<file path="config.mk">
export PLATFORM = sky130hd
export DESIGN_NAME = win_buzzer_ctrl
export DESIGN_NICKNAME = d
export VERILOG_FILES = /design/src/rtl/win_buzzer_ctrl.sv
export SDC_FILE = /design/constraint.sdc
export NUM_CORES = 1
export LEC_CHECK = 0
export BUFFER_PORTS_ARGS = -buffer_cell sky130_fd_sc_hd__buf_2
export CORE_AREA = 2 2 100 102
export CTS_CLUSTER_DIAMETER = 50
export CTS_CLUSTER_SIZE = 10
export DETAILED_ROUTE_END_ITERATION = 6
export DIE_AREA = 0 0 102 104
export PLACE_DENSITY = 0.59
export REMOVE_ABC_BUFFERS = 1
export SLEW_MARGIN = 20
export SYNTH_ARGS = -nofsm -noshare
export SYNTH_HDL_FRONTEND = slang
export SYNTH_SLANG_ARGS = --single-unit
</file>
<file path="constraint.sdc">
create_clock -name clk -period 2.8 [get_ports clk]
set_input_delay 0.56 -clock clk [delete_from_list [all_inputs] [get_ports clk]]
set_output_delay 0.56 -clock clk [all_outputs]
set_load 0.005 [all_outputs]
</file>
<file path="src/rtl/win_buzzer_ctrl.sv">
// win_buzzer_ctrl: turns a rising edge of the registered win flag (Buzz) into
// a fixed beep pattern on the piezo buzzer, then pulses stop to freeze play,
// then waits for the win flag to clear before re-arming. Also keeps a
// saturating tally of celebrated wins for the display.
//
// Handshake: there is no valid/ready pair here. Buzz is a level; only its
// 0->1 edge (against win_q) starts a sequence, and only while IDLE. stop is
// a fixed-length pulse with no acknowledge. Every output is registered.
module win_buzzer_ctrl #(
  parameter int TONE_HALF = 113636,
  parameter int BEEP_LEN  = 25000000,
  parameter int GAP_LEN   = 12500000,
  parameter int NUM_BEEPS = 3,
  parameter int STOP_LEN  = 4
) (
  input  logic       clk,
  input  logic       reset_n,
  input  logic       Buzz,
  output logic       buzzer_out,
  output logic       stop,
  output logic       busy,
  output logic [7:0] win_count
);

  // One phase counter is shared by BEEP, GAP and HOLD, so it is sized for
  // the longest of the three.
  localparam int LEN_MAX_A = (BEEP_LEN > GAP_LEN) ? BEEP_LEN : GAP_LEN;
  localparam int LEN_MAX   = (LEN_MAX_A > STOP_LEN) ? LEN_MAX_A : STOP_LEN;
  localparam int CNT_W     = (LEN_MAX > 1) ? $clog2(LEN_MAX) : 1;
  localparam int TONE_W    = (TONE_HALF > 1) ? $clog2(TONE_HALF) : 1;
  localparam int IDX_W     = $clog2(NUM_BEEPS + 1);

  localparam logic [CNT_W-1:0]  BEEP_LAST = CNT_W'(BEEP_LEN - 1);
  localparam logic [CNT_W-1:0]  GAP_LAST  = CNT_W'(GAP_LEN - 1);
  localparam logic [CNT_W-1:0]  STOP_LAST = CNT_W'(STOP_LEN - 1);
  localparam logic [TONE_W-1:0] TONE_LAST = TONE_W'(TONE_HALF - 1);
  localparam logic [IDX_W-1:0]  NUM_B     = IDX_W'(NUM_BEEPS);

  typedef enum logic [2:0] {
    IDLE       = 3'd0,
    BEEP       = 3'd1,
    GAP        = 3'd2,
    HOLD       = 3'd3,
    WAIT_CLEAR = 3'd4
  } state_t;

  state_t              state, state_n;
  logic [CNT_W-1:0]    cnt, cnt_n;
  logic [TONE_W-1:0]   tone, tone_n;
  logic [IDX_W-1:0]    idx, idx_n;
  logic                win_q;
  logic                trig;
  logic                buz_n, stop_n, busy_n;
  logic [7:0]          win_n;

  // A fresh rising edge of the win flag; win_q resets to 1 so a flag already
  // high at reset release is not mistaken for a new win.
  assign trig = Buzz & ~win_q;

  // State, counters and all outputs are registered here; reset wins over
  // every transition.
  always_ff @(posedge clk) begin
    if (!reset_n) begin
      state      <= IDLE;
      cnt        <= '0;
      tone       <= '0;
      idx        <= '0;
      win_q      <= 1'b1;
      buzzer_out <= 1'b0;
      stop       <= 1'b0;
      busy       <= 1'b0;
      win_count  <= 8'd0;
    end else begin
      state      <= state_n;
      cnt        <= cnt_n;
      tone       <= tone_n;
      idx        <= idx_n;
      win_q      <= Buzz;
      buzzer_out <= buz_n;
      stop       <= stop_n;
      busy       <= busy_n;
      win_count  <= win_n;
    end
  end

  // Next-state, next-counter and next-output logic for the beep sequence.
  always_comb begin
    state_n = state;
    cnt_n   = cnt;
    tone_n  = tone;
    idx_n   = idx;
    buz_n   = 1'b0;
    win_n   = win_count;

    case (state)
      IDLE: begin
        if (trig) begin
          state_n = BEEP;
          cnt_n   = '0;
          tone_n  = '0;
          idx_n   = IDX_W'(1);
          buz_n   = 1'b1;
          if (win_count != 8'hFF) win_n = win_count + 8'd1;
        end
      end

      BEEP: begin
        // Square wave: hold the level for TONE_HALF cycles, then flip.
        buz_n = buzzer_out;
        if (tone == TONE_LAST) begin
          tone_n = '0;
          buz_n  = ~buzzer_out;
        end else begin
          tone_n = tone + TONE_W'(1);
        end
        if (cnt == BEEP_LAST) begin
          cnt_n   = '0;
          tone_n  = '0;
          buz_n   = 1'b0;
          state_n = (idx < NUM_B) ? GAP : HOLD;
        end else begin
          cnt_n = cnt + CNT_W'(1);
        end
      end

      GAP: begin
        if (cnt == GAP_LAST) begin
          cnt_n   = '0;
          tone_n  = '0;
          idx_n   = idx + IDX_W'(1);
          buz_n   = 1'b1;
          state_n = BEEP;
        end else begin
          cnt_n = cnt + CNT_W'(1);
        end
      end

      HOLD: begin
        if (cnt == STOP_LAST) begin
          cnt_n   = '0;
          state_n = WAIT_CLEAR;
        end else begin
          cnt_n = cnt + CNT_W'(1);
        end
      end

      WAIT_CLEAR: begin
        if (!Buzz) state_n = IDLE;
      end

      default: begin
        state_n = IDLE;
        cnt_n   = '0;
        tone_n  = '0;
        idx_n   = '0;
      end
    endcase
  end

  // stop and busy are decoded from the next state so they line up with it.
  always_comb begin
    stop_n = (state_n == HOLD);
    busy_n = (state_n != IDLE);
  end

endmodule

</file>
; Yosys cells after proc, flatten, opt, wreduce, memory -nomap -nowiden
; Index checks and enable logic that the tools add are counted.
[totals]
regBits = 59
inputBits = 3
out_inout_bits = 11
[op_classes]
n_addsub = 4
magnitude_cmp = 1
eq_ne = 13
mux = 25
n_bitwise = 6
n_reduce_logical = 8
[ops]
columns = cell, count
row1 = $pmux W25 S5, 1
row2 = $mux W25, 4
row3 = $mux W17, 4
row4 = $pmux W17 S4, 1
row5 = $add A25 B1 Y25 const B, 1
row6 = $eq A25 B2 Y1 const B, 1
row7 = $eq A25 B24 Y1 const B, 1
row8 = $eq A25 B25 Y1 const B, 1
row9 = $add A17 B1 Y17 const B, 1
row10 = $eq A17 B17 Y1 const B, 1
row11 = $mux W3, 5
row12 = $pmux W3 S5, 1
row13 = $eq A3 B2 Y1 const B, 3
row14 = $reduce_and A3 Y1, 3
row15 = $add A8 B1 Y8 const B, 1
row16 = $ne A8 B8 Y1 const B, 1
row17 = $pmux W2 S3, 1
row18 = $mux W1, 5
row19 = $not A1 Y1, 5
row20 = $mux W2, 2
row21 = $ne A2 B2 Y1 const B, 2
row22 = $eq A3 B1 Y1 const B, 1
row23 = $eq A3 B3 Y1 const B, 1
row24 = $logic_not A3 Y1, 1
row25 = 9 further kinds, 9

; Longest topological paths before layout
; Gate-level depths: netlist of run 1.
[logic_depth]
ltp_word = 5
depth_mapped = 8
depth_no_buf = 7

; Worst setup path after synthesis of run 1
; OpenSTA, ideal clock, no wires.
[synth_timing]
path_kind = reg2reg
start = register cnt[0]
end = register cnt[18]
setup_ps = 95
t_arrival_ps = 1995
required_ps = 2705
setup_slack_ps = 710
path_stages_with_launch = 9
cell_sequence = dfxtp_1 -> ha_1 -> and3_1 -> and4bb_2 -> and4_1 -> o21ai_4 -> nand2_2 -> buf_2 -> o311ai_1
[synth_via]
elab_chain_cells = 3
[synth_rtl]
columns = element, line_no
row1 = "start, declared", 48  ; logic [CNT_W-1:0] cnt, cnt_n;
row2 = "start signal, assigned", 75  ; cnt <= cnt_n;
row3 = "$add A25 B1 Y25, or another cell as far along", "122, 134, 143"
row4 = "$mux W25, on equally long branches", "139, 116, 127"
row5 = $pmux W25 S5 *, 95  ; case (state)
; Every way passes the cells marked *; elsewhere a longest branch is shown, timed or not.
; A chain may end at the register's enable or synchronous reset.

; Worst setup path after layout of run 1
[layout_timing]
start = register cnt[0]
end = register cnt[8]
; Same word-level chain as after synthesis.

==> results of run 1 <==
synth_stat cells, types with 6 or more instances:
| cell | n |
|---|---|
| sky130_fd_sc_hd__a31oi_1 | 8 |
| sky130_fd_sc_hd__nor3_1 | 14 |
| sky130_fd_sc_hd__and3_1 | 12 |
| sky130_fd_sc_hd__and2_1 | 6 |
| sky130_fd_sc_hd__nand2_1 | 46 |
| sky130_fd_sc_hd__o21ai_0 | 10 |
| sky130_fd_sc_hd__a211oi_1 | 7 |
| sky130_fd_sc_hd__inv_1 | 7 |
| sky130_fd_sc_hd__a21oi_1 | 18 |
| sky130_fd_sc_hd__dfxtp_1 | 59 |
| sky130_fd_sc_hd__nor4_1 | 6 |
| sky130_fd_sc_hd__xor2_1 | 6 |
| sky130_fd_sc_hd__nand4_1 | 20 |
| sky130_fd_sc_hd__nor2_1 | 43 |
| sky130_fd_sc_hd__nand3_1 | 37 |
| sky130_fd_sc_hd__o31ai_1 | 8 |
| sky130_fd_sc_hd__clkbuf_1 | 11 |
layout by cell type (no fill, tap or decap), drive strengths merged, types with 2 or more instances in the layout:
cell type | Yosys | routed
o22ai | 2 | 2
and3 | 12 | 12
o21ai | 13 | 13
a31o | 4 | 4
nor3 | 15 | 15
clkinv | 0 | 3
o31ai | 9 | 9
xor2 | 6 | 6
and2 | 6 | 6
nand2b | 4 | 4
nor2 | 43 | 43
clkbuf | 13 | 12
and4 | 4 | 4
a22oi | 4 | 4
o211ai | 4 | 4
nand3 | 38 | 38
a31oi | 8 | 8
nor2b | 2 | 2
buf | 8 | 24
xnor2 | 2 | 2
or2 | 2 | 2
nand2 | 48 | 48
or4 | 2 | 2
inv | 7 | 7
o311ai | 9 | 9
ha | 4 | 4
nor4 | 9 | 9
mux2i | 4 | 4
a211oi | 8 | 8
a22o | 4 | 4
o41ai | 2 | 2
a21oi | 18 | 18
nand4 | 20 | 20
dfxtp | 59 | 59
critical path: stages (launching register included):
cell and delay (ns):
sky130_fd_sc_hd__dfxtp_1 0.35, sky130_fd_sc_hd__ha_1 0.28, sky130_fd_sc_hd__and3_1 0.22, sky130_fd_sc_hd__and4bb_2 0.24
sky130_fd_sc_hd__and4_1 0.26, sky130_fd_sc_hd__o21ai_4 0.32, sky130_fd_sc_hd__nand2_2 0.25, sky130_fd_sc_hd__o311ai_0 0.44
state kept, by name, indices dropped and copies added (netlist names):
| name | cells |
|---|---|
| busy | 1 |
| stop | 1 |
| win_q | 1 |
| cnt | 25 |
| buzzer_out | 1 |
| win_count | 8 |
| tone | 17 |
| idx | 2 |
| state | 3 |
how the worst max path moves through the flow:
stage                start       to  slack (ns)
floorplan           cnt[0]  cnt[13]        0.44
global placement    cnt[0]  cnt[11]        0.50
detailed placement  cnt[0]   cnt[8]        0.39
CTS                 cnt[0]   cnt[8]        0.35
global route        cnt[0]   cnt[8]        0.17
finish              cnt[0]   cnt[8]        0.33
layer usage:
metal,track usage,up-vias,share of wire
met3,0.0370,14,0.051
met1,0.217,1463,0.47
li1,-,1537,-
met5,0,-,0
met4,0.0590,0,0.017
met2,0.254,85,0.46
power by group through the flow:
stage	Combinational, W	Sequential, W	Clock, W
6_report	0.000116	0.000853	0.000808
2_1_floorplan	0.0000669	0.000871	0
4_1_cts	0.000116	0.000853	0.000831
3_5_place_dp	0.000116	0.000872	0
5_1_grt	0.000130	0.000854	0.000858
3_3_place_gp	0.000115	0.000872	0
logic make-up after synthesis:
group | synth area share
AND/OR/NAND/NOR | 0.343
AO/OA/AOI/OAI | 0.205
flip-flops | 0.366
buffers and inverters | 0.0365
XOR/XNOR | 0.0217
multiplexers | 0.0124
adder cells (fa/ha/maj) | 0.0155
through the flow:
stage / setup slack, ns / power, W / instance area (um2)
6_report: 0.326 / 0.00178 / 3650
5_1_grt: 0.172 / 0.00184 / 3650
4_1_cts: 0.352 / 0.00180 / 3650
3_5_place_dp: 0.395 / 0.000989 / 3450
3_3_place_gp: 0.502 / 0.000987 / 3450
2_1_floorplan: 0.444 / 0.000938 / 3140
area by class of cell:
class / instances / area, um2
Clock buffer: 12 / 155
Multi-Input combinational cell: 316 / 1930
Sequential cell: 59 / 1180
Fill cell: 1024 / 5900
Tap cell: 133 / 166
Timing Repair Buffer: 24 / 148
Clock inverter: 4 / 48.8
Inverter: 7 / 26.3
==> impl_metrics.xml, run 1 <==
<?xml version="1.0" encoding="UTF-8"?>
<metrics>
  <group name="status">
    <metric name="status" unit="">finished clean</metric>
  </group>
  <group name="critical_path">
    <metric name="setup.worst_path.end_class" unit="">register</metric>
    <metric name="worst_setup_path_start_kind" unit="">register</metric>
    <metric name="ff2ff_path_depth" unit="">7</metric>
    <metric name="ff2ff_setup_slack" unit="ns">0.33</metric>
    <metric name="critical_path.reg2reg.startpoint" unit="">cnt[0]</metric>
    <metric name="regToRegEndpoint" unit="">cnt[8]</metric>
    <metric name="cp.required" unit="ns">3.02</metric>
    <metric name="critical_path_arrival" unit="ns">2.70</metric>
    <metric name="maximum_fanout_along_the_worst_path" unit="">14</metric>
    <metric name="timing.setup.critical_path_class" unit="">reg2reg</metric>
  </group>
  <group name="final_layout">
    <metric name="final_layout_size_suffix_gt1_frac" unit="">0.142</metric>
    <metric name="diodes" unit="">0</metric>
    <metric name="layout.core_utilization" unit="">0.383</metric>
    <metric name="finalNonFillerCells" unit="">555</metric>
    <metric name="area_delta_synth_final" unit="%">13.2</metric>
    <metric name="num-nets-final" unit="">424</metric>
  </group>
  <group name="job">
    <metric name="maxCapViolCount" unit="">0</metric>
  </group>
  <group name="timing">
    <metric name="worst_slew_pin_slew" unit="ns">0.756</metric>
    <metric name="finalHoldViolCount" unit="">0</metric>
    <metric name="finClkSkew" unit="ns">0.0142</metric>
    <metric name="setup_viol" unit="">0</metric>
    <metric name="maxClockFrequency" unit="MHz">404</metric>
    <metric name="totalNegativeSetupSlack" unit="ns">0</metric>
    <metric name="post_layout_min_period" unit="ns">2.47</metric>
    <metric name="rsz0062_at_grt" unit="">false</metric>
    <metric name="layout_worst_path_cycle_share" unit="">0.884</metric>
    <metric name="max_slew_margin" unit="">0.494</metric>
    <metric name="finalHoldWorstSlack" unit="ns">0.430</metric>
    <metric name="finalMaxSlewViolations" unit="">0</metric>
  </group>
  <group name="grt">
    <metric name="grt-ovfl-total" unit="">0</metric>
    <metric name="gr-usage-all-layers" unit="">0.162</metric>
    <metric name="antenna_found_initial" unit="">0</metric>
    <metric name="first_global_vias" unit="">2844</metric>
    <metric name="grt_start_max_net_pins" unit="">35</metric>
    <metric name="grt_first_pass_wirelength" unit="mm">13.8</metric>
  </group>
  <group name="detailed_routing">
    <metric name="detailroute.via_count" unit="">3099</metric>
    <metric name="drt-vias-per-instance" unit="">5.58</metric>
    <metric name="detail_route.wl_per_cell" unit="um">14.7</metric>
    <metric name="totalWireLength" unit="mm">8.13</metric>
    <metric name="ant_nets" unit="">0</metric>
    <metric name="initialDrtViolationCount" unit="">185</metric>
    <metric name="drc" unit="">0</metric>
    <metric name="detailedRoute.firstPassIterationCount" unit="">5</metric>
  </group>
  <group name="logic_synthesis">
    <metric name="synth_ff_type" unit="">sky130_fd_sc_hd__dfxtp_1</metric>
    <metric name="dominant_cells_by_area_after_synthesis" unit="">sky130_fd_sc_hd__dfxtp_1, sky130_fd_sc_hd__nand3_1, sky130_fd_sc_hd__nand2_1, sky130_fd_sc_hd__nor2_1, sky130_fd_sc_hd__nand4_1</metric>
    <metric name="synthesis.area_per_instance" unit="um2">8.01</metric>
    <metric name="yosys.area.top_type" unit="">sky130_fd_sc_hd__dfxtp_1</metric>
    <metric name="ys_ff_latch" unit="">59</metric>
    <metric name="yosys_warnings" unit="">0</metric>
    <metric name="post_synth_inst_count" unit="">403</metric>
    <metric name="synth.distinct_cells" unit="">59</metric>
    <metric name="sequential_fraction_of_the_synthesis_area" unit="">0.366</metric>
    <metric name="synthArstFlopShare" unit="">0</metric>
    <metric name="synth-edff-count" unit="">0</metric>
    <metric name="synth_top_area_frac" unit="">0.366</metric>
    <metric name="syn-cell-area" unit="um2">3230</metric>
  </group>
  <group name="power">
    <metric name="power_density_over_the_cells" unit="nW/um2">486</metric>
    <metric name="power.switching_fraction" unit="">0.244</metric>
    <metric name="switching_power" unit="W">0.000433</metric>
    <metric name="ir_worst_vdd" unit="mV">0.322</metric>
    <metric name="pwr-share-clk" unit="">0.455</metric>
    <metric name="pwr-share-comb" unit="">0.065</metric>
    <metric name="power_report.internal_total" unit="W">0.00134</metric>
    <metric name="p_leak" unit="nW">1.27</metric>
    <metric name="sequential_cell_fraction_of_total_power" unit="">0.480</metric>
  </group>
  <group name="clock_tree">
    <metric name="cts.hold.buffers_added" unit="">0</metric>
    <metric name="cts_max_level" unit="">3</metric>
    <metric name="cts-root-buf" unit="">sky130_fd_sc_hd__clkbuf_8</metric>
    <metric name="cts_tree" unit="">yes</metric>
    <metric name="cts_resized" unit="">0</metric>
    <metric name="worst_setup_hold_path_clk_slew" unit="ns">0.07</metric>
    <metric name="clk-insertion-delay-late" unit="ns">0.35</metric>
    <metric name="cts_setup_buffers" unit="">0</metric>
    <metric name="cts_sinks" unit="">59</metric>
    <metric name="max-clock-path-buffers" unit="">2</metric>
    <metric name="numCtsBuffers" unit="">9</metric>
  </group>
  <group name="floorplanning">
    <metric name="chipWidth" unit="um">102</metric>
    <metric name="placement_rows" unit="">36</metric>
    <metric name="dieArea" unit="um2">10600</metric>
    <metric name="io_pins" unit="">14</metric>
    <metric name="floorplan.initialDensity" unit="">0.338</metric>
    <metric name="coreArea" unit="um2">9550</metric>
    <metric name="dieHeight" unit="um">104</metric>
  </group>
  <group name="min_path">
    <metric name="worst_hold_path.num_cells" unit="">2</metric>
    <metric name="min_from" unit="">Buzz</metric>
    <metric name="hold_path_end" unit="">win_q</metric>
    <metric name="hold_path.class" unit="">in2reg</metric>
  </group>
  <group name="placed_design">
    <metric name="placed_cells_incl_taps" unit="">539</metric>
    <metric name="weighted_congestion_reported_at_the_end_of_routability_driven_placement" unit="">0.853</metric>
    <metric name="placement.io_buffers" unit="">13</metric>
    <metric name="dp.final_hpwl" unit="mm">5.61</metric>
  </group>
</metrics>
No activity file was read; power rests on OpenSTA's default activity.
==> run 2, diff against run 1 <==
CTS_BUF_LIST = sky130_fd_sc_hd__clkbuf_4   (was unset)
==> run 2 against run 1 <==
Effect of this change: wire length is 0.64% lower; combinational power hardly changed; sequential cell count stayed put; non-clock buffer count stayed put; sequential power hardly changed; global-route usage hardly changed; fmax hardly changed; clock skew is 0.016 ns higher; setup slack better by 0.00092 ns; first-iteration DRC count is 14% higher; critical path depth stayed put; utilization is 0.73 points lower; critical path type unchanged.
==> impl_metrics.xml, run 2 (synthesis gave the netlist of run 1 again) <==
<?xml version="1.0" encoding="UTF-8"?>
<metrics>
  <group name="final_layout">
    <metric name="mostFrequentLayoutCell" unit="">sky130_fd_sc_hd__dfxtp_1</metric>
    <metric name="final_layout_size_suffix_gt1_frac" unit="">0.140</metric>
    <metric name="top_reg_by_flops" unit="">cnt</metric>
    <metric name="layout.core_utilization" unit="">0.375</metric>
    <metric name="layout_common_cells" unit="">sky130_fd_sc_hd__dfxtp_1, sky130_fd_sc_hd__nand2_1, sky130_fd_sc_hd__nor2_1</metric>
    <metric name="largest_reg_flops" unit="">25</metric>
    <metric name="reg.largest.list" unit="">cnt (25), tone (17), win_count (8)</metric>
    <metric name="area_delta_synth_final" unit="%">11.1</metric>
    <metric name="num-nets-final" unit="">424</metric>
  </group>
  <group name="timing">
    <metric name="maxClockFrequency" unit="MHz">404</metric>
    <metric name="layout_worst_path_cycle_share" unit="">0.883</metric>
    <metric name="post_layout_min_period" unit="ns">2.47</metric>
    <metric name="rsz0062_at_grt" unit="">false</metric>
    <metric name="setup_viol" unit="">0</metric>
    <metric name="max_slew_margin" unit="">0.498</metric>
    <metric name="finalMaxSlewViolations" unit="">0</metric>
    <metric name="finalHoldViolCount" unit="">0</metric>
    <metric name="finClkSkew" unit="ns">0.0299</metric>
    <metric name="worst_slew_pin_slew" unit="ns">0.751</metric>
    <metric name="totalNegativeSetupSlack" unit="ns">0</metric>
  </group>
  <group name="detailed_routing">
    <metric name="drc" unit="">0</metric>
    <metric name="detailedRoute.firstPassIterationCount" unit="">4</metric>
    <metric name="detailroute.via_count" unit="">3095</metric>
    <metric name="drt-vias-per-instance" unit="">5.57</metric>
    <metric name="initialDrtViolationCount" unit="">210</metric>
    <metric name="detail_route.wl_per_cell" unit="um">14.5</metric>
    <metric name="totalWireLength" unit="mm">8.08</metric>
    <metric name="ant_nets" unit="">0</metric>
  </group>
  <group name="min_path">
    <metric name="hold_path_end" unit="">win_q</metric>
    <metric name="min_from" unit="">Buzz</metric>
    <metric name="worst_hold_path.num_cells" unit="">2</metric>
    <metric name="hold_path.class" unit="">in2reg</metric>
  </group>
  <group name="critical_path">
    <metric name="ff2ff_path_depth" unit="">7</metric>
    <metric name="timing.setup.critical_path_class" unit="">reg2reg</metric>
    <metric name="regToRegEndpoint" unit="">cnt[8]</metric>
    <metric name="cp.required" unit="ns">3.09</metric>
    <metric name="worst_setup_path_start_kind" unit="">register</metric>
    <metric name="ff2ff_setup_slack" unit="ns">0.33</metric>
    <metric name="maximum_fanout_along_the_worst_path" unit="">14</metric>
    <metric name="critical_path_arrival" unit="ns">2.77</metric>
    <metric name="setup.worst_path.end_class" unit="">register</metric>
    <metric name="critical_path.reg2reg.startpoint" unit="">cnt[0]</metric>
  </group>
  <group name="status">
    <metric name="status" unit="">finished clean</metric>
  </group>
  <group name="clock_tree">
    <metric name="max-clock-path-buffers" unit="">2</metric>
    <metric name="cts.hold.buffers_added" unit="">0</metric>
    <metric name="cts_setup_buffers" unit="">0</metric>
    <metric name="cts_resized" unit="">0</metric>
    <metric name="cts_max_level" unit="">3</metric>
    <metric name="cts_sinks" unit="">59</metric>
    <metric name="cts-root-buf" unit="">sky130_fd_sc_hd__clkbuf_4</metric>
    <metric name="numCtsBuffers" unit="">9</metric>
    <metric name="cts_tree" unit="">yes</metric>
    <metric name="clk-insertion-delay-late" unit="ns">0.42</metric>
    <metric name="worst_setup_hold_path_clk_slew" unit="ns">0.11</metric>
  </group>
  <group name="floorplanning">
    <metric name="io_pins" unit="">14</metric>
    <metric name="floorplan.initialDensity" unit="">0.338</metric>
    <metric name="dieHeight" unit="um">104</metric>
    <metric name="placement_rows" unit="">36</metric>
    <metric name="dieArea" unit="um2">10600</metric>
    <metric name="chipWidth" unit="um">102</metric>
    <metric name="coreArea" unit="um2">9550</metric>
  </group>
  <group name="grt">
    <metric name="gr-usage-all-layers" unit="">0.162</metric>
    <metric name="antenna_found_initial" unit="">1</metric>
    <metric name="grt_first_pass_wirelength" unit="mm">13.8</metric>
    <metric name="grt_start_max_net_pins" unit="">35</metric>
    <metric name="first_global_vias" unit="">2849</metric>
    <metric name="grt-ovfl-total" unit="">0</metric>
  </group>
  <group name="power">
    <metric name="p_leak" unit="nW">1.24</metric>
    <metric name="pwr-share-comb" unit="">0.074</metric>
    <metric name="ir_worst_vdd" unit="mV">0.183</metric>
    <metric name="power_density_over_the_cells" unit="nW/um2">438</metric>
    <metric name="power_report.internal_total" unit="W">0.00116</metric>
    <metric name="switching_power" unit="W">0.000409</metric>
    <metric name="pwr-share-clk" unit="">0.383</metric>
    <metric name="power.switching_fraction" unit="">0.261</metric>
    <metric name="sequential_cell_fraction_of_total_power" unit="">0.543</metric>
  </group>
  <group name="placed_design">
    <metric name="dp.final_hpwl" unit="mm">5.61</metric>
    <metric name="placement.io_buffers" unit="">13</metric>
    <metric name="weighted_congestion_reported_at_the_end_of_routability_driven_placement" unit="">0.853</metric>
  </group>
  <group name="job">
    <metric name="maxCapViolCount" unit="">0</metric>
  </group>
</metrics>
==> run 2: changes by cell type in the layout (fill, tap and decap cells not counted), sizes merged <==
| cell | before | now |
|---|---|---|
| clkbuf | 12 | 10 |
| clkinv | 3 | 5 |
| diode | 0 | 1 |
==> run 2: power by group through the flow <==
stage | clock network, W | logic [W] | registers (W)
after global placement | 0 | 0.000115 | 0.000872
final | 0.000601 | 0.000116 | 0.000853
after detailed placement | 0 | 0.000116 | 0.000872
after CTS | 0.000624 | 0.000116 | 0.000853
after floorplan | 0 | 0.0000669 | 0.000871
after global routing | 0.000655 | 0.000130 | 0.000855
==> run 2: how the worst max path moves through the flow <==
stage / startpoint / end / cells after the start
finish: cnt[0] / cnt[8] / 7
global route: cnt[0] / cnt[8] / 7
CTS: cnt[0] / cnt[8] / 7
detailed placement: cnt[0] / cnt[8] / 7
global placement: cnt[0] / cnt[11] / 7
floorplan: cnt[0] / cnt[13] / 7
==> run 2: layer usage <==
layer / vias to the layer above / wire (um) / share of wire / track usage
met1: 1449 / 3820 / 0.47 / 0.218
met4: 0 / 108 / 0.013 / 0.0562
met3: 10 / 414 / 0.051 / 0.0349
met5: - / 0 / 0 / 0
met2: 94 / 3740 / 0.46 / 0.254
li1: 1542 / - / - / -
==> run 2: critical path: stages, from the launching register on <==
cell and delay (ns):
sky130_fd_sc_hd__dfxtp_1 0.36, sky130_fd_sc_hd__ha_1 0.28, sky130_fd_sc_hd__and3_1 0.22, sky130_fd_sc_hd__and4bb_2 0.24, sky130_fd_sc_hd__and4_1 0.26, sky130_fd_sc_hd__o21ai_4 0.32, sky130_fd_sc_hd__nand2_2 0.25, sky130_fd_sc_hd__o311ai_0 0.44
==> run 2: through the flow <==
| step | hold slack, ns | power (W) | std cells | worst slack [ns] | cell area [um2] |
|---|---|---|---|---|---|
| after floorplan | 0.453 | 0.000938 | 382 | 0.444 | 3140 |
| after global placement | 0.476 | 0.000987 | 539 | 0.502 | 3450 |
| after detailed placement | 0.487 | 0.000989 | 539 | 0.395 | 3450 |
| after CTS | 0.352 | 0.00159 | 555 | 0.349 | 3580 |
| after global routing | 0.363 | 0.00164 | 556 | 0.170 | 3580 |
| final | 0.364 | 0.00157 | 556 | 0.326 | 3580 |
==> run 2: final cells by class <==
class | instances | area (um2)
Fill cell | 1036 | 5970
Inverter | 7 | 26.3
Multi-Input combinational cell | 316 | 1930
Sequential cell | 59 | 1180
Clock inverter | 6 | 56.3
Tap cell | 133 | 166
Antenna cell | 1 | 2.50
Timing Repair Buffer | 24 | 148
Clock buffer | 10 | 75.1
